## config.mk

```make
export PLATFORM = sky130hd
export DESIGN_NAME = serial_seq_tx
export DESIGN_NICKNAME = d
export VERILOG_FILES = /design/src/rtl/serial_pkg.sv /design/src/rtl/piso_shift.sv /design/src/rtl/serial_seq_tx.sv
export SDC_FILE = /design/constraint.sdc
export NUM_CORES = 1
export LEC_CHECK = 0
export ABC_CLOCK_PERIOD_IN_PS = 1700
export CAP_MARGIN = 30
export CORE_AREA = 5 5 56 58
export CTS_BUF_LIST = sky130_fd_sc_hd__clkbuf_4
export DETAILED_ROUTE_END_ITERATION = 16
export DIE_AREA = 0 0 61 63
export GPL_ROUTABILITY_DRIVEN = 0
export PLACE_DENSITY_LB_ADDON = 0.15
export SYNTH_ARGS = -nofsm -noshare
export SYNTH_HDL_FRONTEND = slang
export SYNTH_SLANG_ARGS = --single-unit
```

## constraint.sdc

```tcl
create_clock -name clk -period 1.7 [get_ports clk]
set_input_delay 0.34 -clock clk [delete_from_list [all_inputs] [get_ports clk]]
set_output_delay 0.34 -clock clk [all_outputs]
set_load 0.01 [all_outputs]
```

## src/rtl/serial_pkg.sv

```systemverilog
// Shared definitions for the serial frame transmitter and the downstream
// sequence detectors: FSM state encoding, the default SYNC pattern and the
// even-parity helper. The detector imports SYNC_DEF from here so both ends
// agree on the frame preamble.
package serial_pkg;

    localparam int             SYNC_W_DEF = 4;
    localparam logic [3:0]     SYNC_DEF   = 4'b1011;

    typedef enum logic [1:0] {
        ST_IDLE   = 2'd0,
        ST_SYNC   = 2'd1,
        ST_DATA   = 2'd2,
        ST_PARITY = 2'd3
    } state_e;

    // Even parity over up to 64 bits; callers zero-extend narrower words,
    // which leaves the XOR reduction unchanged.
    function automatic logic parity(input logic [63:0] v);
        return ^v;
    endfunction

endpackage

```

## src/rtl/piso_shift.sv

```systemverilog
// Loadable parallel-in / serial-out shift register, MSB first.
// Ports:
//   clk     - clock
//   rst_n   - asynchronous active-low reset, clears the register
//   load_i  - capture d_i (has priority over shift_i)
//   shift_i - shift left by one, filling with 0
//   d_i     - parallel word
//   msb_o   - current MSB (next bit to send)
module piso_shift #(
    parameter int W = 8
) (
    input  logic         clk,
    input  logic         rst_n,
    input  logic         load_i,
    input  logic         shift_i,
    input  logic [W-1:0] d_i,
    output logic         msb_o
);

    logic [W-1:0] sh_q;

    always_ff @(posedge clk or negedge rst_n) begin
        if (!rst_n) begin
            sh_q <= '0;
        end else if (load_i) begin
            sh_q <= d_i;
        end else if (shift_i) begin
            sh_q <= {sh_q[W-2:0], 1'b0};
        end
    end

    assign msb_o = sh_q[W-1];

endmodule

```

## src/rtl/serial_seq_tx.sv

```systemverilog
// Parallel-to-serial frame transmitter. A word accepted on load/ready is sent
// on op as SYNC pattern (MSB first), payload (MSB first) and, optionally, an
// even-parity bit. The FSM state always describes the bit currently on op.
// Ports:
//   clk        - clock, rising edge
//   reset      - asynchronous active-low reset
//   din        - payload, captured on acceptance only
//   load       - send request
//   ready      - a load is accepted this cycle (idle or last frame bit)
//   op         - registered serial output
//   busy       - a frame bit is on op
//   frame_done - high during the final bit of a frame
module serial_seq_tx
    import serial_pkg::*;
#(
    parameter int                DATA_W    = 8,
    parameter int                SYNC_W    = SYNC_W_DEF,
    parameter logic [SYNC_W-1:0] SYNC      = SYNC_DEF,
    parameter int                PARITY_EN = 0,
    parameter logic              IDLE_BIT  = 1'b0
) (
    input  logic              clk,
    input  logic              reset,
    input  logic [DATA_W-1:0] din,
    input  logic              load,
    output logic              ready,
    output logic              op,
    output logic              busy,
    output logic              frame_done
);

    localparam int MAXW = (SYNC_W > DATA_W) ? SYNC_W : DATA_W;
    localparam int CW   = $clog2(MAXW + 1);
    localparam bit PAR  = (PARITY_EN != 0);

    state_e          state_q;
    logic [CW-1:0]   cnt_q;      // bits left in the current phase, incl. the one on op
    logic            par_q;
    logic            op_q, busy_q, done_q;
    logic            last_bit;
    logic            accept;
    logic            shift_en;
    logic            pay_msb;
    logic [SYNC_W-1:0] sync_sh;

    // Final bit of the frame: either the parity bit or the last payload bit.
    assign last_bit = (state_q == ST_PARITY) ||
                      (!PAR && state_q == ST_DATA && cnt_q == CW'(1));
    assign ready    = (state_q == ST_IDLE) || last_bit;
    assign accept   = load && ready;

    // Next sync bit to present while cnt_q >= 2: index cnt_q-2.
    assign sync_sh  = SYNC >> (cnt_q - CW'(2));

    // The payload MSB is consumed when it moves onto op: at the SYNC->DATA
    // boundary and on every DATA bit except the last.
    assign shift_en = !accept &&
                      ((state_q == ST_SYNC && cnt_q == CW'(1)) ||
                       (state_q == ST_DATA && cnt_q >  CW'(1)));

    piso_shift #(.W(DATA_W)) u_piso (
        .clk     (clk),
        .rst_n   (reset),
        .load_i  (accept),
        .shift_i (shift_en),
        .d_i     (din),
        .msb_o   (pay_msb)
    );

    always_ff @(posedge clk or negedge reset) begin
        if (!reset) begin
            state_q <= ST_IDLE;
            cnt_q   <= '0;
            par_q   <= 1'b0;
            op_q    <= IDLE_BIT;
            busy_q  <= 1'b0;
            done_q  <= 1'b0;
        end else begin
            done_q <= 1'b0;
            if (accept) begin
                state_q <= ST_SYNC;
                cnt_q   <= CW'(SYNC_W);
                par_q   <= parity(64'(din));
                op_q    <= SYNC[SYNC_W-1];
                busy_q  <= 1'b1;
            end else begin
                case (state_q)
                    ST_SYNC: begin
                        if (cnt_q > CW'(1)) begin
                            cnt_q <= cnt_q - CW'(1);
                            op_q  <= sync_sh[0];
                        end else begin
                            state_q <= ST_DATA;
                            cnt_q   <= CW'(DATA_W);
                            op_q    <= pay_msb;
                            done_q  <= (DATA_W == 1) && !PAR;
                        end
                    end
                    ST_DATA: begin
                        if (cnt_q > CW'(1)) begin
                            cnt_q  <= cnt_q - CW'(1);
                            op_q   <= pay_msb;
                            done_q <= !PAR && (cnt_q == CW'(2));
                        end else if (PAR) begin
                            state_q <= ST_PARITY;
                            cnt_q   <= CW'(1);
                            op_q    <= par_q;
                            done_q  <= 1'b1;
                        end else begin
                            state_q <= ST_IDLE;
                            cnt_q   <= '0;
                            op_q    <= IDLE_BIT;
                            busy_q  <= 1'b0;
                        end
                    end
                    ST_PARITY: begin
                        state_q <= ST_IDLE;
                        cnt_q   <= '0;
                        op_q    <= IDLE_BIT;
                        busy_q  <= 1'b0;
                    end
                    default: begin
                        state_q <= ST_IDLE;
                        cnt_q   <= '0;
                        op_q    <= IDLE_BIT;
                        busy_q  <= 1'b0;
                    end
                endcase
            end
        end
    end

    assign op         = op_q;
    assign busy       = busy_q;
    assign frame_done = done_q;

endmodule

```

==> reports/metrics.yaml <==
post_drt_wl_per_cell_um: 15.0
async_reset_ff_frac: 1.00
seqPwrFrac: 0.291
antenna_found_initial: 0
syn_inst: 103
reg2reg_setup_slack_ps: -90
setup.worst_path.end: "ready"
rsz0062_at_grt: "yes"
dpl_cell_area_mm2: 0.00128
layout_min_cycle_time_ps: 1850
fin_skew_ps: 0.698
final-setup-viol-count: 11
synth-seq-cells: 17
yosysTopAreaCellShare: 0.431
finalNetCount: 163
dominantRegCellSynth: "dfrtp_1"
switching_share: 0.417
worstSetupStartpointType: "register"
drc_errors: 0
max_slew_margin: 0.785
die_y_um: 63
grtUsageTotal: 0.156
num-fill-cells: 251
yosysUniqueCellTypes: 30
maxCapViolCount: 0
synth_edf_count: 0
worst-path-max-fanout: 3
vias: 947
grt_pass1_vias: 969
grt_pass1_wl_mm: 4.55
power_density_mw_per_mm2: 1620
finalMaxSlewViolations: 0
cts_buffers: 3
worst_slack_ps: -145
failed_checks: "setup timing"
clockPowerShare: 0.101
leakage_nw: 0.623
regArea_um2: 427
portBuffers: 14
fin_area_mm2: 0.00149
crit_type: "reg -> out"
die_w_um: 61
dpl_worst_slack_ps: -218
diodes: 0
r2r_cells: 8
drt_wl_total_mm: 2.59
ant_nets: 0
num_io_pins: 15
yosysTopAreaCell: "dfrtp_1"
endpoint_kind: "output pin"
timing.fmax_mhz: 542
fp-row-count: 19
gr-total-overflow: 0
critPathMaxStageDelay_ps: 400
grt_max_degree: 18
worstSkewPairLatency_ps: 290
tightest_slew_ps: 321
slowest_stage: "dfrtp_1"
r2r-end: "state_q[1]$_DFFE_PN0P_"
htreeDepth: 1
yosys-top-cells-area: "dfrtp_1 (43%), ha_1 (11%), o21ai_0 (6.6%)"
viasPerCell: 5.47
hold_class: "in -> async"
cts_buffer_depth: 2
synth.cell_area_um2: 987
drive_above_1_share: 0.359
finalCritPeriodShare: 1.09
coreArea_mm2: 0.00262
status: "finished with violations"
area_growth_pct: 51.2
drt-initial-drc-count: 39
r2r-start: "cnt_q[1]$_DFF_PN0_"
die_area_mm2: 0.00384
drtPass1Iterations: 4
crit_arrival_ps: 1510
power.switching_mw: 1.01
finalNonFillerCells: 173
cts-root-buf: "clkbuf_4"
synth_fp_nets: 123
ir_drop_v: 0.000882
crit_chain: "inv_2 -> ha_4 -> nor4bb_4 -> or3_1 -> buf_2"
hpwl_mm: 1.73
cts.clk_slew.worst_paths_ps: 100
multi_input_area_um2: 648
postCtsHoldBufs: 0
cts_tree: "yes"
hold_viol_final: 0
internal-power_mw: 1.41
ys.warnings.count: 0
crit_path_start: "state_q[0]$_DFFE_PN0P_"
avgSynthCellArea_um2: 9.58
finalPower_mw: 2.42
start_util: 0.378
ys_seq_area_frac: 0.431
cts.sinks: 17
crit_required_ps: 1360
combPwrFrac: 0.609
dp.cells: 163
==> power groups by stage <==
stage / clock network [mW] / registers [mW] / logic, mW
floorplan: 0 / 0.687 / 0.692
global placement: 0 / 0.671 / 1.18
detailed placement: 0 / 0.678 / 1.19
CTS: 0.244 / 0.682 / 1.29
global route: 0.263 / 0.722 / 1.64
finish: 0.243 / 0.702 / 1.47
==> what timing repair did <==
action | 4_1_cts | 5_1_grt
gates resized for setup | 19 | 16
pin swaps | 11 | 8
endpoints found under the setup margin | 14 | 17
setup buffers | 5 | 1
==> cell usage after synthesis, types with 2 or more instances <==
master and number:
o2111ai_1 2, and3_1 2, nor2_1 14, a21oi_1 8, xor2_1 2, o21ai_0 13, ha_1 9, o221ai_1 2
inv_1 5, nand2_1 3, nand3_1 2, dfrtp_1 17, a31oi_1 7
==> placed cells by master, fill, tap and decap left out, types with 3 or more instances in the layout <==
cell type        Yosys  final
buf_4                1     20
clkdlybuf4s50_1      0     13
clkbuf_4             0      4
a31oi_1              7      4
a31oi_4              0      3
a21oi_1              8      6
nor2_1              14     11
o21ai_1              1      3
ha_1                 9      6
buf_6                0      4
inv_1                5      3
dfrtp_1             17     16
o21ai_0             13     11
==> worst max-delay path: cells and delay by family, from the launching register on <==
kind                       cells  cell delay [ps]
adders and majority gates      1              160
buffers and inverters          2              210
DFF                            1              400
and+or+nand+nor                2              430
==> registers in the layout, indices dropped and copies added, names as in the netlist <==
register	count
state_q	2
frame_done	1
op	1
busy	1
cnt_q	4
u_piso.sh_q	8
==> per-layer routing <==
metal | vias to the layer above | part of all wire | global-route usage
met2 | 18 | 0.52 | 0.238
met3 | 4 | 0.033 | 0.0207
met5 | - | 0 | 0
met4 | 0 | 0.012 | 0.0705
li1 | 460 | - | -
met1 | 465 | 0.43 | 0.213
==> cell type report <==
class / count / area share
clock buffer: 4 / 0.0201
sequential: 17 / 0.286
inverter: 5 / 0.0126
timing repair buffer: 38 / 0.221
tap: 31 / 0.0260
multi-input combinational: 78 / 0.434
==> worst min path at each step <==
stage	start	to	slack [ps]	cells after the start
2_1_floorplan	reset	busy$_DFFE_PN0P_	40	0
3_3_place_gp	busy$_DFFE_PN0P_	busy$_DFFE_PN0P_	490	2
3_5_place_dp	u_piso.sh_q[0]$_DFFE_PN0P_	u_piso.sh_q[0]$_DFFE_PN0P_	530	2
4_1_cts	reset	cnt_q[1]$_DFF_PN0_	370	2
5_1_grt	reset	cnt_q[1]$_DFF_PN0_	390	2
6_report	reset	cnt_q[1]$_DFF_PN0_	360	2
==> per-stage QoR <==
step                      setup TNS (ps)  utilization  hold slack, ps
final                               -540        0.571             356
after global routing               -2080        0.571             389
after CTS                           -436        0.535             369
after detailed placement           -1330        0.491             528
after global placement              -653        0.491             493
after floorplan                        0            -            44.4
==> cell families after synthesis <==
logic type / count (synthesis) / synth area share
and+or+nand+nor: 26 / 0.139
xor gates and xnor gates: 2 / 0.0177
DFF: 17 / 0.431
adders and majority gates: 9 / 0.114
buffers and inverters: 8 / 0.0355
AOI/OAI and AO/OA: 41 / 0.262
Note: power is estimated with default switching activity, not from simulation.
